<file path="config.mk">
export PLATFORM = sky130hd
export DESIGN_NAME = hazard_scoreboard
export DESIGN_NICKNAME = d
export VERILOG_FILES = /design/src/rtl/sloth_pipe_pkg.sv /design/src/rtl/sb_match.sv /design/src/rtl/hazard_scoreboard.sv
export SDC_FILE = /design/constraint.sdc
export NUM_CORES = 1
export LEC_CHECK = 0
export CAP_MARGIN = 10
export CORE_ASPECT_RATIO = 1.1
export CORE_MARGIN = 2
export CORE_UTILIZATION = 55
export DETAILED_ROUTE_END_ITERATION = 16
export PLACE_DENSITY_LB_ADDON = 0.05
export SYNTH_ARGS = -nofsm -noshare
export SYNTH_HDL_FRONTEND = slang
export SYNTH_HIERARCHICAL = 1
export SYNTH_SLANG_ARGS = --single-unit
</file>
<file path="constraint.sdc">
create_clock -name clk -period 4.1 [get_ports clk]
set_clock_uncertainty 0.2 [all_clocks]
set_input_delay 1.23 -clock clk [delete_from_list [all_inputs] [get_ports clk]]
set_output_delay 1.23 -clock clk [all_outputs]
set_load 0.005 [all_outputs]
</file>
<file path="src/rtl/sloth_pipe_pkg.sv">
// Shared types and helpers for the Sloth pipeline hazard logic: the scoreboard
// entry layout, the operand-select encoding and the per-entry ready stage.
package sloth_pipe_pkg;

    // Tags are stored zero-extended to this width so one struct serves any REG_DEPTH up to 8.
    localparam int unsigned TAG_MAX_W   = 8;
    localparam int unsigned SEL_REGFILE = 0;

    typedef struct packed {
        logic                 valid;
        logic                 wb_en;
        logic                 is_load;
        logic [TAG_MAX_W-1:0] dst;
        logic [TAG_MAX_W-1:0] src1;
        logic [TAG_MAX_W-1:0] src2;
        logic                 has_src1;
        logic                 has_src2;
    } sb_entry_t;

    // First scoreboard index at which an entry's result can be consumed.
    function automatic int unsigned ready_stage(
        input logic        fwd_en,
        input logic        is_load,
        input int unsigned load_ready,
        input int unsigned depth
    );
        if (!fwd_en)      return depth;
        else if (is_load) return load_ready;
        else              return 1;
    endfunction

endpackage

</file>
<file path="src/rtl/sb_match.sv">
// Compares one source tag against every scoreboard entry; returns the match
// vector and the lowest matching index at or above FIRST (0 when none).
module sb_match
    import sloth_pipe_pkg::*;
#(
    parameter int unsigned DEPTH = 3,
    parameter int unsigned FIRST = 0
) (
    input  logic [DEPTH*TAG_MAX_W-1:0]   i_dsts,
    input  logic [DEPTH-1:0]             i_wr_valid,
    input  logic [TAG_MAX_W-1:0]         i_src,
    input  logic                         i_has_src,
    output logic [DEPTH-1:0]             o_match,
    output logic [$clog2(DEPTH)-1:0]     o_idx
);

    localparam int unsigned SEL_W = $clog2(DEPTH);

    always_comb begin
        // NOTE: every always_comb output gets a default first, so no path can infer a latch.
        o_match = '0;
        for (int unsigned k = 0; k < DEPTH; k++) begin
            o_match[k] = i_has_src && i_wr_valid[k] &&
                         (i_dsts[k*TAG_MAX_W +: TAG_MAX_W] == i_src);
        end
    end

    // Scanning downward lets the youngest (lowest-index) producer overwrite older ones.
    always_comb begin
        o_idx = SEL_W'(SEL_REGFILE);
        for (int k = int'(DEPTH) - 1; k >= int'(FIRST); k--) begin
            if (o_match[k]) o_idx = SEL_W'(k);
        end
    end

endmodule

</file>
<file path="src/rtl/hazard_scoreboard.sv">
// Sloth pipeline hazard scoreboard: tracks in-flight instructions EXE..WB and
// drives the ID stall, EXE forwarding selects and saturating perf counters.
module hazard_scoreboard
    import sloth_pipe_pkg::*;
#(
    parameter int unsigned REG_DEPTH  = 4,
    parameter int unsigned DEPTH      = 3,
    parameter int unsigned LOAD_READY = 2,
    parameter int unsigned CNT_W      = 16
) (
    input  logic                     clk,
    input  logic                     rst,
    input  logic                     enable_forwarding,
    input  logic                     id_valid,
    input  logic [REG_DEPTH-1:0]     id_src1,
    input  logic [REG_DEPTH-1:0]     id_src2,
    input  logic                     id_has_src1,
    input  logic                     id_has_src2,
    input  logic [REG_DEPTH-1:0]     id_dst,
    input  logic                     id_wb_en,
    input  logic                     id_mem_read,
    input  logic                     flush,
    input  logic                     cnt_clear,
    output logic                     stall,
    output logic [$clog2(DEPTH)-1:0] sel_src1,
    output logic [$clog2(DEPTH)-1:0] sel_src2,
    output logic [CNT_W-1:0]         stall_cycles,
    output logic [CNT_W-1:0]         forward_events
);

    localparam int unsigned SEL_W = $clog2(DEPTH);

    sb_entry_t                  r_sb [DEPTH];
    logic [CNT_W-1:0]           r_stall_cycles;
    logic [CNT_W-1:0]           r_forward_events;

    sb_entry_t                  w_id_entry;
    logic [DEPTH-1:0]           w_wr_valid;
    logic [DEPTH*TAG_MAX_W-1:0] w_dsts;
    logic [DEPTH-1:0]           w_id1_match;
    logic [DEPTH-1:0]           w_id2_match;
    logic [DEPTH-1:0]           w_exe1_match_unused;
    logic [DEPTH-1:0]           w_exe2_match_unused;
    logic [SEL_W-1:0]           w_id1_idx_unused;
    logic [SEL_W-1:0]           w_id2_idx_unused;
    logic [SEL_W-1:0]           w_exe1_idx;
    logic [SEL_W-1:0]           w_exe2_idx;
    logic                       w_hazard;
    logic                       w_fwd_event;

    always_comb begin
        w_id_entry          = '0;
        w_id_entry.valid    = id_valid;
        w_id_entry.wb_en    = id_wb_en;
        w_id_entry.is_load  = id_mem_read;
        w_id_entry.dst      = TAG_MAX_W'(id_dst);
        w_id_entry.src1     = TAG_MAX_W'(id_src1);
        w_id_entry.src2     = TAG_MAX_W'(id_src2);
        w_id_entry.has_src1 = id_has_src1;
        w_id_entry.has_src2 = id_has_src2;
    end

    always_comb begin
        w_wr_valid = '0;
        w_dsts     = '0;
        for (int unsigned k = 0; k < DEPTH; k++) begin
            w_wr_valid[k]                       = r_sb[k].valid && r_sb[k].wb_en;
            w_dsts[k*TAG_MAX_W +: TAG_MAX_W]    = r_sb[k].dst;
        end
    end

    sb_match #(.DEPTH(DEPTH), .FIRST(0)) u_id_src1 (
        .i_dsts(w_dsts), .i_wr_valid(w_wr_valid),
        .i_src(w_id_entry.src1), .i_has_src(id_has_src1),
        .o_match(w_id1_match), .o_idx(w_id1_idx_unused)
    );

    sb_match #(.DEPTH(DEPTH), .FIRST(0)) u_id_src2 (
        .i_dsts(w_dsts), .i_wr_valid(w_wr_valid),
        .i_src(w_id_entry.src2), .i_has_src(id_has_src2),
        .o_match(w_id2_match), .o_idx(w_id2_idx_unused)
    );

    // EXE's own entry is excluded: its result is not available to itself.
    sb_match #(.DEPTH(DEPTH), .FIRST(1)) u_exe_src1 (
        .i_dsts(w_dsts), .i_wr_valid(w_wr_valid),
        .i_src(r_sb[0].src1), .i_has_src(r_sb[0].valid && r_sb[0].has_src1),
        .o_match(w_exe1_match_unused), .o_idx(w_exe1_idx)
    );

    sb_match #(.DEPTH(DEPTH), .FIRST(1)) u_exe_src2 (
        .i_dsts(w_dsts), .i_wr_valid(w_wr_valid),
        .i_src(r_sb[0].src2), .i_has_src(r_sb[0].valid && r_sb[0].has_src2),
        .o_match(w_exe2_match_unused), .o_idx(w_exe2_idx)
    );

    // Entry k sits at position k+1 relative to the ID instruction once it reaches EXE.
    always_comb begin
        w_hazard = 1'b0;
        for (int unsigned k = 0; k < DEPTH; k++) begin
            if ((w_id1_match[k] || w_id2_match[k]) &&
                (k + 1 < ready_stage(enable_forwarding, r_sb[k].is_load, LOAD_READY, DEPTH)))
                w_hazard = 1'b1;
        end
    end

    assign stall       = id_valid && w_hazard && !flush;
    assign sel_src1    = enable_forwarding ? w_exe1_idx : SEL_W'(SEL_REGFILE);
    assign sel_src2    = enable_forwarding ? w_exe2_idx : SEL_W'(SEL_REGFILE);
    assign w_fwd_event = (sel_src1 != SEL_W'(SEL_REGFILE)) || (sel_src2 != SEL_W'(SEL_REGFILE));

    always_ff @(posedge clk or negedge rst) begin
        if (!rst) begin
            // NOTE: this small array is plain flops, so it is reset; stale valid bits would raise stall.
            for (int unsigned k = 0; k < DEPTH; k++) r_sb[k] <= '0;
        end else begin
            r_sb[0] <= (id_valid && !stall && !flush) ? w_id_entry : '0;
            for (int unsigned k = 1; k < DEPTH; k++) r_sb[k] <= r_sb[k-1];
        end
    end

    always_ff @(posedge clk or negedge rst) begin
        if (!rst) begin
            r_stall_cycles   <= '0;
            r_forward_events <= '0;
        end else if (cnt_clear) begin
            r_stall_cycles   <= '0;
            r_forward_events <= '0;
        end else begin
            if (stall && (r_stall_cycles != {CNT_W{1'b1}}))
                r_stall_cycles <= r_stall_cycles + 1'b1;
            if (w_fwd_event && (r_forward_events != {CNT_W{1'b1}}))
                r_forward_events <= r_forward_events + 1'b1;
        end
    end

    assign stall_cycles   = r_stall_cycles;
    assign forward_events = r_forward_events;

endmodule

</file>
==> flow_summary.ini <==
[route]
vias_per_cell = 5.527
drtPass1Iterations = 5
drt_wl_total_um = 8403
routedWlPerCell_um = 14.46
ant_nets = 0
post-route-drc-count = 0
vias = 3211
drt-initial-drc-count = 151

[die]
ios = 59
die_h_um = 88.79
core_um2 = 6231
start_util_pct = 57.69
rows = 30
dieArea_um2 = 7199
die_w_um = 81.08

[timing]
tns_ns = 0
fmax_mhz = 249.8
max-slew-margin-rel_pct = 41.09
maxSlewViolCount = 0
tightest_slew_ns = 0.8809
setup_viol = 0
fin_crit_sh_pct = 97.65
hold_viol_final = 0
period_needed_ns = 4.004
rsz0062_at_grt = no

[yosys]
netlist_area_um2 = 3595
avgSynthCellArea_um2 = 9.822
synth_warnings = 6
synthCells = 366

[power]
leakagePower_nw = 1.846
power.density_nw_per_um2 = 296.9
peakVddDrop_v = 0.0002011

[global_route]
grt_pass1_vias = 3044
grt_pass1_wl_um = 13950
grt_use_total_pct = 24.98
grt_start_max_net_pins = 28
antenna_found_initial = 0
grt-ovfl-total = 0

[setup_path]
start_kind = primary input
cp_slowest_cell = clkdlybuf4s50_1
cp.arrival_ns = 2.57
slowest_delay_ns = 0.56
worstSetupEndpointType = output port
path_max_fanout = 6
crit_type = in -> out
path_common_cell = clkdlybuf4s50_1
crit_buf_inv = 3
path_delay_family = buffers and inverters
crit_chain = clkdlybuf4s50_1 -> buf_4 -> and2_1 -> clkdlybuf4s50_1
critPathRequiredTime_ns = 2.67

[finish]
layout_common_cells = 64 x conb_1, 63 x xnor2_1, 61 x dfrtp_1
final_common_cell = conb_1
final.fill_count = 464
nNetsFinal = 520
drive_gt1_share_pct = 9.381
n_antenna_cell = 0
fin_util_pct = 76.75
syn_to_final_growth_pct = 33.03

[clocking]
cts_root_buf = clkbuf_8
clk_latency_ns = 0.34
clkTransAtPathRegs_ns = 0.07
hold_buffers = 0
cts_htree_levels = 3
cts_tree = done
cts_buffers = 9
clockBufferDepth = 2
cts_sinks = 61

[job]
max-cap-violations = 0

[placement]
gp_congestion = 0.8669
io_buffers = 58
hpwlAfterDp_um = 6047

[outcome]
outcome = finished clean

[hold_path]
min_path_type = reg -> reg
worst reg2reg max path: stages (launching register included):
cell	delay, ns
dfrtp_1	0.47
xnor2_1	0.22
nand4_1	0.15
nor3_1	0.38
o41ai_2	0.23
nor4_1	0.59
nor4b_1	0.37
mux2_2	0.38
final cells by class:
type	count	area [um^2]	share of cell area, %
multi-input combinational	354	2268	47.44
inverter	4	15.01	0.3140
clock buffer	9	123.9	2.590
timing repair buffer	66	624.3	13.06
sequential	61	1526	31.92
clock inverter	7	123.9	2.590
tap	80	100.1	2.093
timing repair:
item / CTS / global route
resized for setup: 13 / 4
pin swaps: 5 / 5
setup buffers: 0 / 0
setup endpoints to repair: 1 / 1
registers in the layout (all words and copies together), names as in the netlist:
| name | flops |
|---|---|
| r_sb | 29 |
| forward_events | 16 |
| stall_cycles | 16 |
stage by stage:
stage,power [mW],hold slack (ns),setup WS [ns],std cells,cell area (um^2)
final,1.420,0.1788,0.09623,581,4782
after global routing,1.473,0.1927,0.01290,581,4782
after CTS,1.422,0.1740,0.01155,582,4781
after global placement,0.7652,0.1499,-0.5017,566,4541
after detailed placement,0.7684,0.1583,-0.5372,566,4541
after floorplan,0.7164,0.1461,0.5076,429,3831
final timing paths:
path,depth (start not counted),from,to,slack [ns]
setup reg to reg,7,r_sb[49],forward_events[14],1.03
hold reg to reg,0,r_sb[56],r_sb[27],0.18
setup / recovery,4,enable_forwarding,sel_src1[1],0.1
min in group asynchronous,1,rst,r_sb[63],0.70
max in group asynchronous,2,rst,r_sb[28],2.32
hold / removal,0,r_sb[56],r_sb[27],0.18
where the power goes:
group          internal, mW  switching (mW)  leakage [nW]
logic                0.0651          0.0687         0.891
clock network         0.407           0.256         0.120
registers             0.613          0.0110         0.836
per-layer routing:
layer	global-route usage [%]	part of all wire [%]	up-vias
met2	41.32	50	124
met5	0	0	-
li1	-	-	1536
met3	5.000	5.2	24
met1	33.42	43	1527
met4	7.242	1.9	0
No activity file was read; power rests on OpenSTA's default activity.
